### src/rtl/pipeline_ctrl_pkg.sv
`default_nettype none
// ============================================================================
// Module   : pipeline_ctrl_pkg
// Brief    : Shared widths, stall/flush bus index map and FSM encodings for
//            the pipeline stall/flush sequencer.
// Revision : 1.0 - initial release
// ============================================================================
package pipeline_ctrl_pkg;

  // One bit per pipeline register: PC, IF/ID, ID/EX, EX/MEM, MEM/WB
  localparam int unsigned STALL_W = 5;

  localparam int unsigned PC_IDX    = 0;
  localparam int unsigned IFID_IDX  = 1;
  localparam int unsigned IDEX_IDX  = 2;
  localparam int unsigned EXMEM_IDX = 3;
  localparam int unsigned MEMWB_IDX = 4;

  typedef logic [STALL_W-1:0] stall_bus_t;

  // RUN: normal operation; WAIT_IF: exception accepted, fetch still outstanding
  typedef enum logic [0:0] {
    ST_RUN     = 1'b0,
    ST_WAIT_IF = 1'b1
  } state_e;

endpackage : pipeline_ctrl_pkg
`default_nettype wire

### src/rtl/pipeline_ctrl_if.sv
`default_nettype none
// ============================================================================
// Module   : pipeline_ctrl_if
// Brief    : Request/control bundle between the pipeline stages and the
//            stall/flush sequencer.
// Revision : 1.0 - initial release
// ============================================================================
interface pipeline_ctrl_if;
  import pipeline_ctrl_pkg::*;

  // Requests from the pipeline stages
  logic        if_stallreq;
  logic        id_stallreq;
  logic        ex_stallreq;
  logic        mem_stallreq;
  logic        exc_req;
  logic [31:0] exc_pc;
  logic        cnt_clr;

  // Controls back to the pipeline registers
  stall_bus_t  stall;
  stall_bus_t  flush;
  logic [31:0] flush_pc;
  logic [31:0] stall_cnt;
  logic        busy_redirect;

  // Pipeline side: raises requests, consumes stall/flush
  modport master (
    output if_stallreq, id_stallreq, ex_stallreq, mem_stallreq,
    output exc_req, exc_pc, cnt_clr,
    input  stall, flush, flush_pc, stall_cnt, busy_redirect
  );

  // Sequencer side
  modport slave (
    input  if_stallreq, id_stallreq, ex_stallreq, mem_stallreq,
    input  exc_req, exc_pc, cnt_clr,
    output stall, flush, flush_pc, stall_cnt, busy_redirect
  );

endinterface : pipeline_ctrl_if
`default_nettype wire

### src/rtl/pipeline_ctrl.sv
`default_nettype none
// ============================================================================
// Module   : pipeline_ctrl
// Brief    : Central stall/flush sequencer for a five-stage pipeline. Encodes
//            stage stall requests and precise exceptions into per-register
//            stall/flush vectors, defers an exception redirect until an
//            in-flight fetch retires, and counts PC-stall cycles.
// Revision : 1.0 - initial release
// ============================================================================
module pipeline_ctrl
  import pipeline_ctrl_pkg::*;
(
  input  logic            clk,
  input  logic            rst,
  pipeline_ctrl_if.slave  bus
);

  state_e      state_q, state_d;
  logic [31:0] tgt_q, tgt_d;
  logic [31:0] stall_cnt_q, stall_cnt_d;

  stall_bus_t  w_stall;
  stall_bus_t  w_flush;
  logic [31:0] w_flush_target;
  logic [31:0] w_flush_pc;

  // Priority encoder and FSM next-state: exception beats every stall, and
  // among stalls the oldest requesting stage wins since it freezes the rest.
  always_comb begin
    w_stall        = '0;
    w_flush        = '0;
    w_flush_target = '0;
    state_d        = state_q;
    tgt_d          = tgt_q;

    unique case (state_q)
      ST_RUN: begin
        if (bus.exc_req) begin
          if (!bus.if_stallreq) begin
            // Whole pipeline drained, PC redirected this cycle
            w_flush        = 5'b11111;
            w_flush_target = bus.exc_pc;
          end else begin
            // Fetch cannot be aborted: kill downstream, hold PC, park target
            w_flush = 5'b11110;
            w_stall = 5'b00001;
            tgt_d   = bus.exc_pc;
            state_d = ST_WAIT_IF;
          end
        end else if (bus.mem_stallreq) begin
          w_stall = 5'b01111;
          w_flush = 5'b10000;
        end else if (bus.ex_stallreq) begin
          w_stall = 5'b00111;
          w_flush = 5'b01000;
        end else if (bus.id_stallreq) begin
          w_stall = 5'b00011;
          w_flush = 5'b00100;
        end else if (bus.if_stallreq) begin
          w_stall = 5'b00001;
          w_flush = 5'b00010;
        end
      end

      ST_WAIT_IF: begin
        // Pipeline is already empty, so exc_req is ignored here
        if (bus.if_stallreq) begin
          w_stall = 5'b00001;
          w_flush = 5'b00010;
        end else begin
          // Fetch retired: drop the fetched word and take the parked target
          w_flush        = 5'b00011;
          w_flush_target = tgt_q;
          state_d        = ST_RUN;
        end
      end

      default: state_d = ST_RUN;
    endcase

    // Reset silences every control output
    if (rst) begin
      w_stall = '0;
      w_flush = '0;
    end

    w_flush_pc = w_flush[PC_IDX] ? w_flush_target : 32'd0;
  end

  // Stall-cycle counter next value: clear beats increment, wraps naturally
  always_comb begin
    stall_cnt_d = stall_cnt_q;
    if (bus.cnt_clr) begin
      stall_cnt_d = '0;
    end else if (w_stall[PC_IDX]) begin
      stall_cnt_d = stall_cnt_q + 32'd1;
    end
  end

  // State, parked redirect target and counter registers
  always_ff @(posedge clk) begin
    if (rst) begin
      state_q     <= ST_RUN;
      tgt_q       <= '0;
      stall_cnt_q <= '0;
    end else begin
      state_q     <= state_d;
      tgt_q       <= tgt_d;
      stall_cnt_q <= stall_cnt_d;
    end
  end

  assign bus.stall         = w_stall;
  assign bus.flush         = w_flush;
  assign bus.flush_pc      = w_flush_pc;
  assign bus.stall_cnt     = stall_cnt_q;
  assign bus.busy_redirect = (state_q == ST_WAIT_IF) && !rst;

endmodule : pipeline_ctrl
`default_nettype wire

### src/flat_wrapper.sv
// flat-port wrapper written by rule: the top's interface ports become plain ports
module pipeline_ctrl_flat import pipeline_ctrl_pkg::*;
  (clk, rst, bus_if_stallreq, bus_id_stallreq, bus_ex_stallreq, bus_mem_stallreq, bus_exc_req, bus_exc_pc, bus_cnt_clr, bus_stall, bus_flush, bus_flush_pc, bus_stall_cnt, bus_busy_redirect);
  pipeline_ctrl_if bus_i ();
  input  logic clk;
  input  logic rst;
  input wire logic [$bits(bus_i.if_stallreq)-1:0] bus_if_stallreq;
  input wire logic [$bits(bus_i.id_stallreq)-1:0] bus_id_stallreq;
  input wire logic [$bits(bus_i.ex_stallreq)-1:0] bus_ex_stallreq;
  input wire logic [$bits(bus_i.mem_stallreq)-1:0] bus_mem_stallreq;
  input wire logic [$bits(bus_i.exc_req)-1:0] bus_exc_req;
  input wire logic [$bits(bus_i.exc_pc)-1:0] bus_exc_pc;
  input wire logic [$bits(bus_i.cnt_clr)-1:0] bus_cnt_clr;
  output wire logic [$bits(bus_i.stall)-1:0] bus_stall;
  output wire logic [$bits(bus_i.flush)-1:0] bus_flush;
  output wire logic [$bits(bus_i.flush_pc)-1:0] bus_flush_pc;
  output wire logic [$bits(bus_i.stall_cnt)-1:0] bus_stall_cnt;
  output wire logic [$bits(bus_i.busy_redirect)-1:0] bus_busy_redirect;
  assign bus_i.if_stallreq = bus_if_stallreq;
  assign bus_i.id_stallreq = bus_id_stallreq;
  assign bus_i.ex_stallreq = bus_ex_stallreq;
  assign bus_i.mem_stallreq = bus_mem_stallreq;
  assign bus_i.exc_req = bus_exc_req;
  assign bus_i.exc_pc = bus_exc_pc;
  assign bus_i.cnt_clr = bus_cnt_clr;
  assign bus_stall = bus_i.stall;
  assign bus_flush = bus_i.flush;
  assign bus_flush_pc = bus_i.flush_pc;
  assign bus_stall_cnt = bus_i.stall_cnt;
  assign bus_busy_redirect = bus_i.busy_redirect;
  pipeline_ctrl u_core (.clk(clk), .rst(rst), .bus(bus_i));
endmodule
### config.mk
export PLATFORM = sky130hd
export DESIGN_NAME = pipeline_ctrl_flat
export DESIGN_NICKNAME = d
export VERILOG_FILES = /design/src/rtl/pipeline_ctrl_pkg.sv /design/src/rtl/pipeline_ctrl_if.sv /design/src/rtl/pipeline_ctrl.sv /design/src/flat_wrapper.sv
export SDC_FILE = /design/constraint.sdc
export NUM_CORES = 1
export LEC_CHECK = 0
export CORE_MARGIN = 3
export CORE_UTILIZATION = 45
export DETAILED_ROUTE_END_ITERATION = 16
export PLACE_DENSITY = 0.87
export SYNTH_ARGS = -nofsm -noshare
export SYNTH_HDL_FRONTEND = slang
export SYNTH_SLANG_ARGS = --single-unit
export TNS_END_PERCENT = 50
### constraint.sdc
create_clock -name clk -period 3.6 [get_ports clk]
set_input_delay 0.9 -clock clk [delete_from_list [all_inputs] [get_ports clk]]
set_output_delay 0.9 -clock clk [all_outputs]
set_load 0.05 [all_outputs]
==> results.cfg, run 1 <==
[cells_and_area]
num-nets-final = 638
mostFrequentLayoutCell = nand2_1
layout_common_cells = nand2_1 (114), a21oi_1 (88), nor2_1 (73)
drive_above_1_share_pct = 12.13
antenna-diode-count = 0
area_delta_synth_final_pct = 50.07
final_cell_area_mm2 = 0.005243

[drt]
routed_wl_mm = 10.65
dr.first_iter.drc_count = 216
via_count = 4008
drc = 0
ant_nets = 0
wl_per_cell_um = 15.20
drtPass1Iterations = 5
vias_per_cell = 5.718

[cts]
clockBufferDepth = 2
clk_pin_slew_ns = 0.06
hold_buffers = 0
clk_latency_ns = 0.33
cts_resized = 0
cts-buffers-inserted = 9
cts-root-buf = clkbuf_8
clock_sink_count = 65
cts_tree = done
cts-htree-levels = 3
cts_setup_buffers = 0

[timing]
worst_pin_slew_ns = 0.8240
fin_skew_ns = 0.01251
setup_tns_ns = 0
finalWorstSetupSlack_ns = 0.1354
grt_setup_unrepaired = false
fin_crit_sh_pct = 96.24
finalSetupViolations = 0
slew_violations = 0
finalCriticalPeriod_ns = 3.465
hold_viol = 0
fmax_mhz = 288.6
slew_headroom_pct = 44.56

[yosys]
syn_area_mm2 = 0.003493
synth-seq-cells = 65
synthFlopType = dfxtp_1
async_reset_ff_share_pct = 0
synth_edf_count = 0
synth_nets = 551
ys_warn_count = 0
synthCells = 510
postSynthAreaPerCell_um2 = 6.850
synth.distinct_cells = 40
ys_seq_area_share_pct = 37.25

[place]
numPortBuffers = 113
gp_congestion = 0.8461
dpl.hpwl_mm = 7.428
dpl_cell_area_mm2 = 0.005020
pre_cts_ws_ns = 0.1744

[flow_run]
cap_violations = 0

[global_routing]
track_usage_pct = 23.90
grt_pass1_vias = 3796
antenna_found_initial = 0
grt_max_degree = 67
grt_first_pass_wirelength_mm = 17.35
grt.overflow.total = 0

[worst_setup_path]
worstSetupPathType = in -> out
arrival_ns = 2.56
startpoint = bus_exc_req
reg2reg_from = u_core.bus.stall_cnt[7]
crit_path_end_kind = output pin
critPathMaxFanout = 35
start_kind = input pin
worstPathRequired_ns = 2.70

[die]
floorplan.initialDensity_pct = 47.15
fp.dieW_um = 94.11
die_h_um = 94.11
core_area_mm2 = 0.007408
core.rowCount = 31
ioPinCount = 115
die_area_mm2 = 0.008856

[outcome]
status = completed

[pwr]
power.leakage_nw = 1.867
irDropWorstVdd_uv = 317.3
power.density_mw_per_mm2 = 333.7

[hold_path]
hold_class = reg -> reg
min_from = u_core.tgt_q[11]
==> power breakdown <==
group	switching (mW)	internal, mW	total, mW
logic	0.179	0.125	0.304
registers	0.0105	0.737	0.747
clock network	0.269	0.430	0.698
total	0.458	1.29	1.75
==> Yosys cell counts, types with 2 or more instances <==
library cell,n,area (µm²)
nand3_1,12,60.06
o31ai_1,16,120.1
o41ai_1,2,17.52
nand2_1,114,427.9
nand4_1,13,81.33
or3_2,2,15.01
dfxtp_1,65,1301
clkbuf_1,37,138.9
or3_1,12,75.07
and4_1,5,43.79
inv_1,5,18.77
nor2_1,74,277.8
a21oi_1,88,440.4
or4_1,17,127.6
and3_1,3,18.77
nor3_1,5,25.02
o21ai_0,4,20.02
mux2i_1,6,60.06
o311ai_0,2,17.52
nor4_1,4,25.02
or2_2,2,12.51
buf_1,4,15.01
==> per-stage QoR <==
step	total power [mW]	hold slack [ns]	util, %	cells
detailed placement	1.066	0.4474	67.76	685
floorplan	0.9286	0.4367	-	510
CTS	1.759	0.4567	70.77	701
finish	1.749	0.4554	70.77	701
global placement	1.057	0.4421	67.76	685
global route	1.816	0.4665	70.77	701
==> worst max-delay path, cell delays in order <==
cell and delay, ns:
clkdlybuf4s50_1 0.53, buf_4 0.37, nand2_1 0.11, nor2_1 0.16
a21oi_1 0.07, nor2_1 0.24, buf_12 0.18
==> worst paths after layout <==
check / endpoint / depth (start not counted) / slack, ns
setup / recovery: bus_flush_pc[31] / 7 / 0.14
hold / removal: u_core.tgt_q[11] / 2 / 0.46
setup reg to reg: u_core.bus.stall_cnt[28] / 4 / 1.27
hold reg to reg: u_core.tgt_q[11] / 2 / 0.46
==> routing by layer <==
metal,vias up,global-route usage (%),part of all wire [%]
met3,27,4.006,6.0
met2,153,40.57,50
li1,1948,-,-
met5,-,0,0
met1,1880,28.65,40
met4,0,12.76,3.3
==> sequential cells by signal, summed over array words and instances, names as in the netlist <==
| signal | cells |
|---|---|
| u_core.state_q | 1 |
| u_core.tgt_q | 32 |
| u_core.bus.stall_cnt | 32 |
==> layout make-up <==
cell class / count / area, µm²
timing repair buffer: 120 / 1577
tap: 99 / 123.9
multi-input combinational: 395 / 1994
clock buffer: 14 / 162.7
inverter: 6 / 22.52
sequential: 65 / 1303
clock inverter: 2 / 60.06
fill: 559 / 2166
==> cell families (layout without fill, tap and decap cells) <==
kind of cell	after synthesis	after routing	synth area share [%]
DFF	65	65	37.25
adders and majority gates	1	1	0.3581
buffers and inverters	50	142	5.730
AOI/OAI and AO/OA	117	117	18.84
muxes	6	6	1.719
and+or+nand+nor	269	269	35.74
xor gates and xnor gates	1	1	0.2508
other	1	1	0.1073
No activity file was read; power rests on OpenSTA's default activity.
==> inputs of run 2 (changes only) <==
CORE_MARGIN = 5   (was 3)
==> run 2 against run 1 <==
  * Setup slack worse by 0.020 ns
  * First-iteration DRC count is 34% higher
  * Die area is 8.7% higher
  * Utilization is 2.4 points lower
  * Largest cell class unchanged
  * Cell count is 0.43% higher
  * Sequential share of layout area is 0.053 points higher
  * Critical path type unchanged
==> results.cfg, run 2 (synthesis results as in run 1) <==
[hold_path]
hold_class = reg -> reg

[timing]
hold_viol = 0
fin_crit_sh_pct = 96.80
grt_setup_unrepaired = false
fmax_mhz = 287.0
slew_violations = 0
hold_ws_ns = 0.4543
fin_skew_ns = 0.01170
finalSetupViolations = 0
setup_tns_ns = 0
slew_headroom_pct = 44.75
worst_pin_slew_ns = 0.8212
finalCriticalPeriod_ns = 3.485

[cells_and_area]
antenna-diode-count = 0
layout_common_cells = nand2_1 (114), a21oi_1 (88), nor2_1 (73)
n_fill_cell = 619
mostFrequentLayoutCell = nand2_1
finish.utilization_pct = 68.41
num-nets-final = 638
area_delta_synth_final_pct = 49.75
final_cell_area_mm2 = 0.005231
drive_above_1_share_pct = 12.29

[place]
gp_congestion = 0.8487
numPortBuffers = 113
dpl_cell_area_mm2 = 0.005024
dpl.hpwl_mm = 7.538

[die]
die_h_um = 98.11
core_area_mm2 = 0.007647
ioPinCount = 115
fp.dieW_um = 98.11
die_area_mm2 = 0.009625
floorplan.initialDensity_pct = 45.68
core.rowCount = 32

[pwr]
p_seq_share_pct = 43.9
swShare_pct = 27.26
clkPwrFrac_pct = 38.2
power.leakage_nw = 1.863
power_frac_comb_pct = 17.9
power.density_mw_per_mm2 = 325.4
p_int_mw = 1.238
p_sw_mw = 0.4640
irDropWorstVdd_uv = 196.7

[cts]
clk_pin_slew_ns = 0.07
cts-htree-levels = 3
cts_tree = done
clockBufferDepth = 2
cts_resized = 0
cts-buffers-inserted = 9
cts_setup_buffers = 0
cts-root-buf = clkbuf_8
clk_latency_ns = 0.34
hold_buffers = 0
clock_sink_count = 65

[global_routing]
grt_max_degree = 68
grt.overflow.total = 0
grtUsageMet3_pct = 3.643
antenna_found_initial = 0
track_usage_pct = 21.76
grt_util_met1_pct = 27.25
grt_first_pass_wirelength_mm = 17.57
use_met2_pct = 36.54
grt_pass1_vias = 3634
busiest_layer = met2

[drt]
via_count = 4028
dr.first_iter.drc_count = 290
vias_per_cell = 5.722
wl_per_cell_um = 15.32
drtPass1Iterations = 5
drc = 0
routed_wl_mm = 10.79
ant_nets = 0

[flow_run]
cap_violations = 0

[worst_setup_path]
worstPathRequired_ns = 2.70
critPathMaxFanout = 33
worstSetupPathType = in -> out
start_kind = input pin
crit_path_end_kind = output pin
arrival_ns = 2.58

[outcome]
status = completed
[run 2: layout make-up]
type | instances | area [µm²] | share of cell area [%]
flip-flops and latches | 65 | 1303 | 24.90
clock buffers | 14 | 172.7 | 3.301
repair buffers | 120 | 1577 | 30.14
well taps | 102 | 127.6 | 2.440
multi-input cells | 395 | 1994 | 38.12
inverters | 6 | 22.52 | 0.4305
clock inverters | 2 | 35.03 | 0.6697
[run 2: power groups by stage]
stage	combinational (mW)	clock, mW	sequential (mW)
after floorplan	0.166	0	0.763
after global placement	0.295	0	0.762
after detailed placement	0.304	0	0.763
after CTS	0.305	0.659	0.747
after global routing	0.329	0.694	0.748
final	0.305	0.651	0.747
[run 2: layer usage]
layer | vias up | routed length (µm) | part of all wire [%]
met2 | 151 | 5382 | 50
li1 | 1949 | - | -
met1 | 1904 | 4462 | 41
met3 | 24 | 632 | 5.9
met4 | 0 | 307 | 2.8
met5 | - | 0 | 0
[run 2: per-stage QoR]
| step | instances | power, mW | setup WS [ns] |
|---|---|---|---|
| floorplan | 510 | 0.9286 | 0.1255 |
| global placement | 688 | 1.057 | 0.1622 |
| detailed placement | 688 | 1.067 | 0.1431 |
| CTS | 704 | 1.711 | 0.1364 |
| global route | 704 | 1.772 | 0.03855 |
| finish | 704 | 1.702 | 0.1153 |
[run 2: path summary, 6_finish.rpt]
kind                                               from  cells after the start  slack (ns)                  endpoint
worst min-delay path                   u_core.tgt_q[23]                      2        0.45          u_core.tgt_q[23]
worst max register to register  u_core.bus.stall_cnt[7]                      4        1.30  u_core.bus.stall_cnt[24]
worst max-delay path                        bus_exc_req                      6        0.12          bus_flush_pc[15]
worst min register to register         u_core.tgt_q[23]                      2        0.45          u_core.tgt_q[23]
[run 2: worst max-delay path, cell delays in order]
cell	delay, ns
clkdlybuf4s50_1	0.56
nor2_1	0.10
or3_1	0.31
buf_4	0.25
nor2_1	0.27
buf_12	0.18
==> inputs of run 3 (changes only) <==
CTS_CLUSTER_SIZE = 28   (was default)
MAX_ROUTING_LAYER = met4   (was default)
==> run 3 against run 2 <==
  * Cell count stayed put
  * First-iteration DRC count is 17% lower
  * Global-route usage is 0.65 points higher
  * Critical path type unchanged
==> results.cfg, run 3 (synthesis results as in run 1) <==
[outcome]
status = completed

[drt]
dr.first_iter.drc_count = 242
vias_per_cell = 5.753
ant_nets = 0
routed_wl_mm = 10.76
via_count = 4050
drtPass1Iterations = 5
wl_per_cell_um = 15.28
drc = 0

[timing]
slew_violations = 0
slew_headroom_pct = 43.63
worst_pin_slew_ns = 0.8379
hold_ws_ns = 0.4543
fmax_mhz = 287.9
grt_setup_unrepaired = false
setup_tns_ns = 0
fin_skew_ns = 0.01286
finalSetupViolations = 0
finalCriticalPeriod_ns = 3.473
hold_viol = 0
fin_crit_sh_pct = 96.48

[cts]
clock_sink_count = 65
clockBufferDepth = 2
clk_latency_ns = 0.34
cts_resized = 0
cts-htree-levels = 3
cts_setup_buffers = 0
cts-buffers-inserted = 9
cts-root-buf = clkbuf_8
hold_buffers = 0
clk_pin_slew_ns = 0.07
cts_tree = done

[pwr]
p_seq_share_pct = 43.9
swShare_pct = 27.19
irDropWorstVdd_uv = 196.4
power.leakage_nw = 1.863
p_sw_mw = 0.4625
p_int_mw = 1.238
clkPwrFrac_pct = 38.2
power.density_mw_per_mm2 = 325.2
power_frac_comb_pct = 17.9

[die]
die_h_um = 98.11
core.rowCount = 32
fp.dieW_um = 98.11
floorplan.initialDensity_pct = 45.68
die_area_mm2 = 0.009625
core_area_mm2 = 0.007647
ioPinCount = 115

[cells_and_area]
final_cell_area_mm2 = 0.005231
mostFrequentLayoutCell = nand2_1
area_delta_synth_final_pct = 49.75
finish.utilization_pct = 68.41
antenna-diode-count = 0
layout_common_cells = nand2_1 (114), a21oi_1 (88), nor2_1 (73)
num-nets-final = 638
drive_above_1_share_pct = 12.29

[place]
numPortBuffers = 113
gp_congestion = 0.8621
dpl.hpwl_mm = 7.538
dpl_cell_area_mm2 = 0.005024

[worst_setup_path]
start_kind = input pin
reg2reg_from = u_core.bus.stall_cnt[7]
crit_path_end_kind = output pin
crit_end = bus_flush_pc[15]
critPathMaxFanout = 33
r2r_slack_ns = 1.31
worstSetupPathType = in -> out
startpoint = bus_exc_req
ff2ff_path_depth = 4
worst_r2r_endpoint = u_core.bus.stall_cnt[24]
worstPathRequired_ns = 2.70
arrival_ns = 2.57

[global_routing]
grt.overflow.total = 0
grt_pass1_vias = 3629
grt_max_degree = 68
track_usage_pct = 22.41
grt_first_pass_wirelength_mm = 17.61
antenna_found_initial = 0

[flow_run]
cap_violations = 0

[hold_path]
hold_class = reg -> reg
run 3: cell counts in the layout (fill, tap and decap cells not counted):
No cell type changed its count.
run 3: area by class of cell:
type	instances	area, µm²
Timing Repair Buffer	120	1577
Sequential cell	65	1303
Inverter	6	22.52
Tap cell	102	127.6
Fill cell	619	2416
Multi-Input combinational cell	395	1994
Clock buffer	14	172.7
Clock inverter	2	35.03
run 3: per-layer routing:
metal | part of all wire (%) | wire length (µm) | global-route usage [%]
met5 | 0 | 0 | -
met4 | 2.8 | 297 | 9.691
met3 | 6.3 | 678 | 3.429
met2 | 50 | 5428 | 36.81
met1 | 40 | 4354 | 27.25
run 3: how the worst min path moves through the flow:
stage | slack (ns) | end | start | cells past startpoint
after CTS | 0.46 | u_core.tgt_q[23] | u_core.tgt_q[23] | 2
after floorplan | 0.44 | u_core.tgt_q[0] | u_core.tgt_q[0] | 2
after global placement | 0.44 | u_core.tgt_q[14] | u_core.tgt_q[14] | 2
final | 0.45 | u_core.tgt_q[23] | u_core.tgt_q[23] | 2
after detailed placement | 0.45 | u_core.tgt_q[23] | u_core.tgt_q[23] | 2
after global routing | 0.47 | u_core.tgt_q[0] | u_core.tgt_q[0] | 2
run 3: power by group through the flow:
stage	logic, mW	clock network (mW)	registers [mW]
6_report	0.305	0.649	0.747
5_1_grt	0.328	0.694	0.748
4_1_cts	0.305	0.659	0.747
3_5_place_dp	0.304	0	0.763
3_3_place_gp	0.295	0	0.762
2_1_floorplan	0.166	0	0.763
run 3: worst max-delay path, cell delays in order:
cell and delay [ns]:
clkdlybuf4s50_1 0.56, nor2_1 0.10, or3_1 0.31, buf_4 0.25, nor2_1 0.25, buf_12 0.18
run 3: per-stage QoR:
stage	std cells	total power, mW	worst slack (ns)
3_5_place_dp	688	1.067	0.1431
2_1_floorplan	510	0.9286	0.1255
5_1_grt	704	1.771	0.03378
4_1_cts	704	1.711	0.1364
3_3_place_gp	688	1.057	0.1622
6_report	704	1.701	0.1269
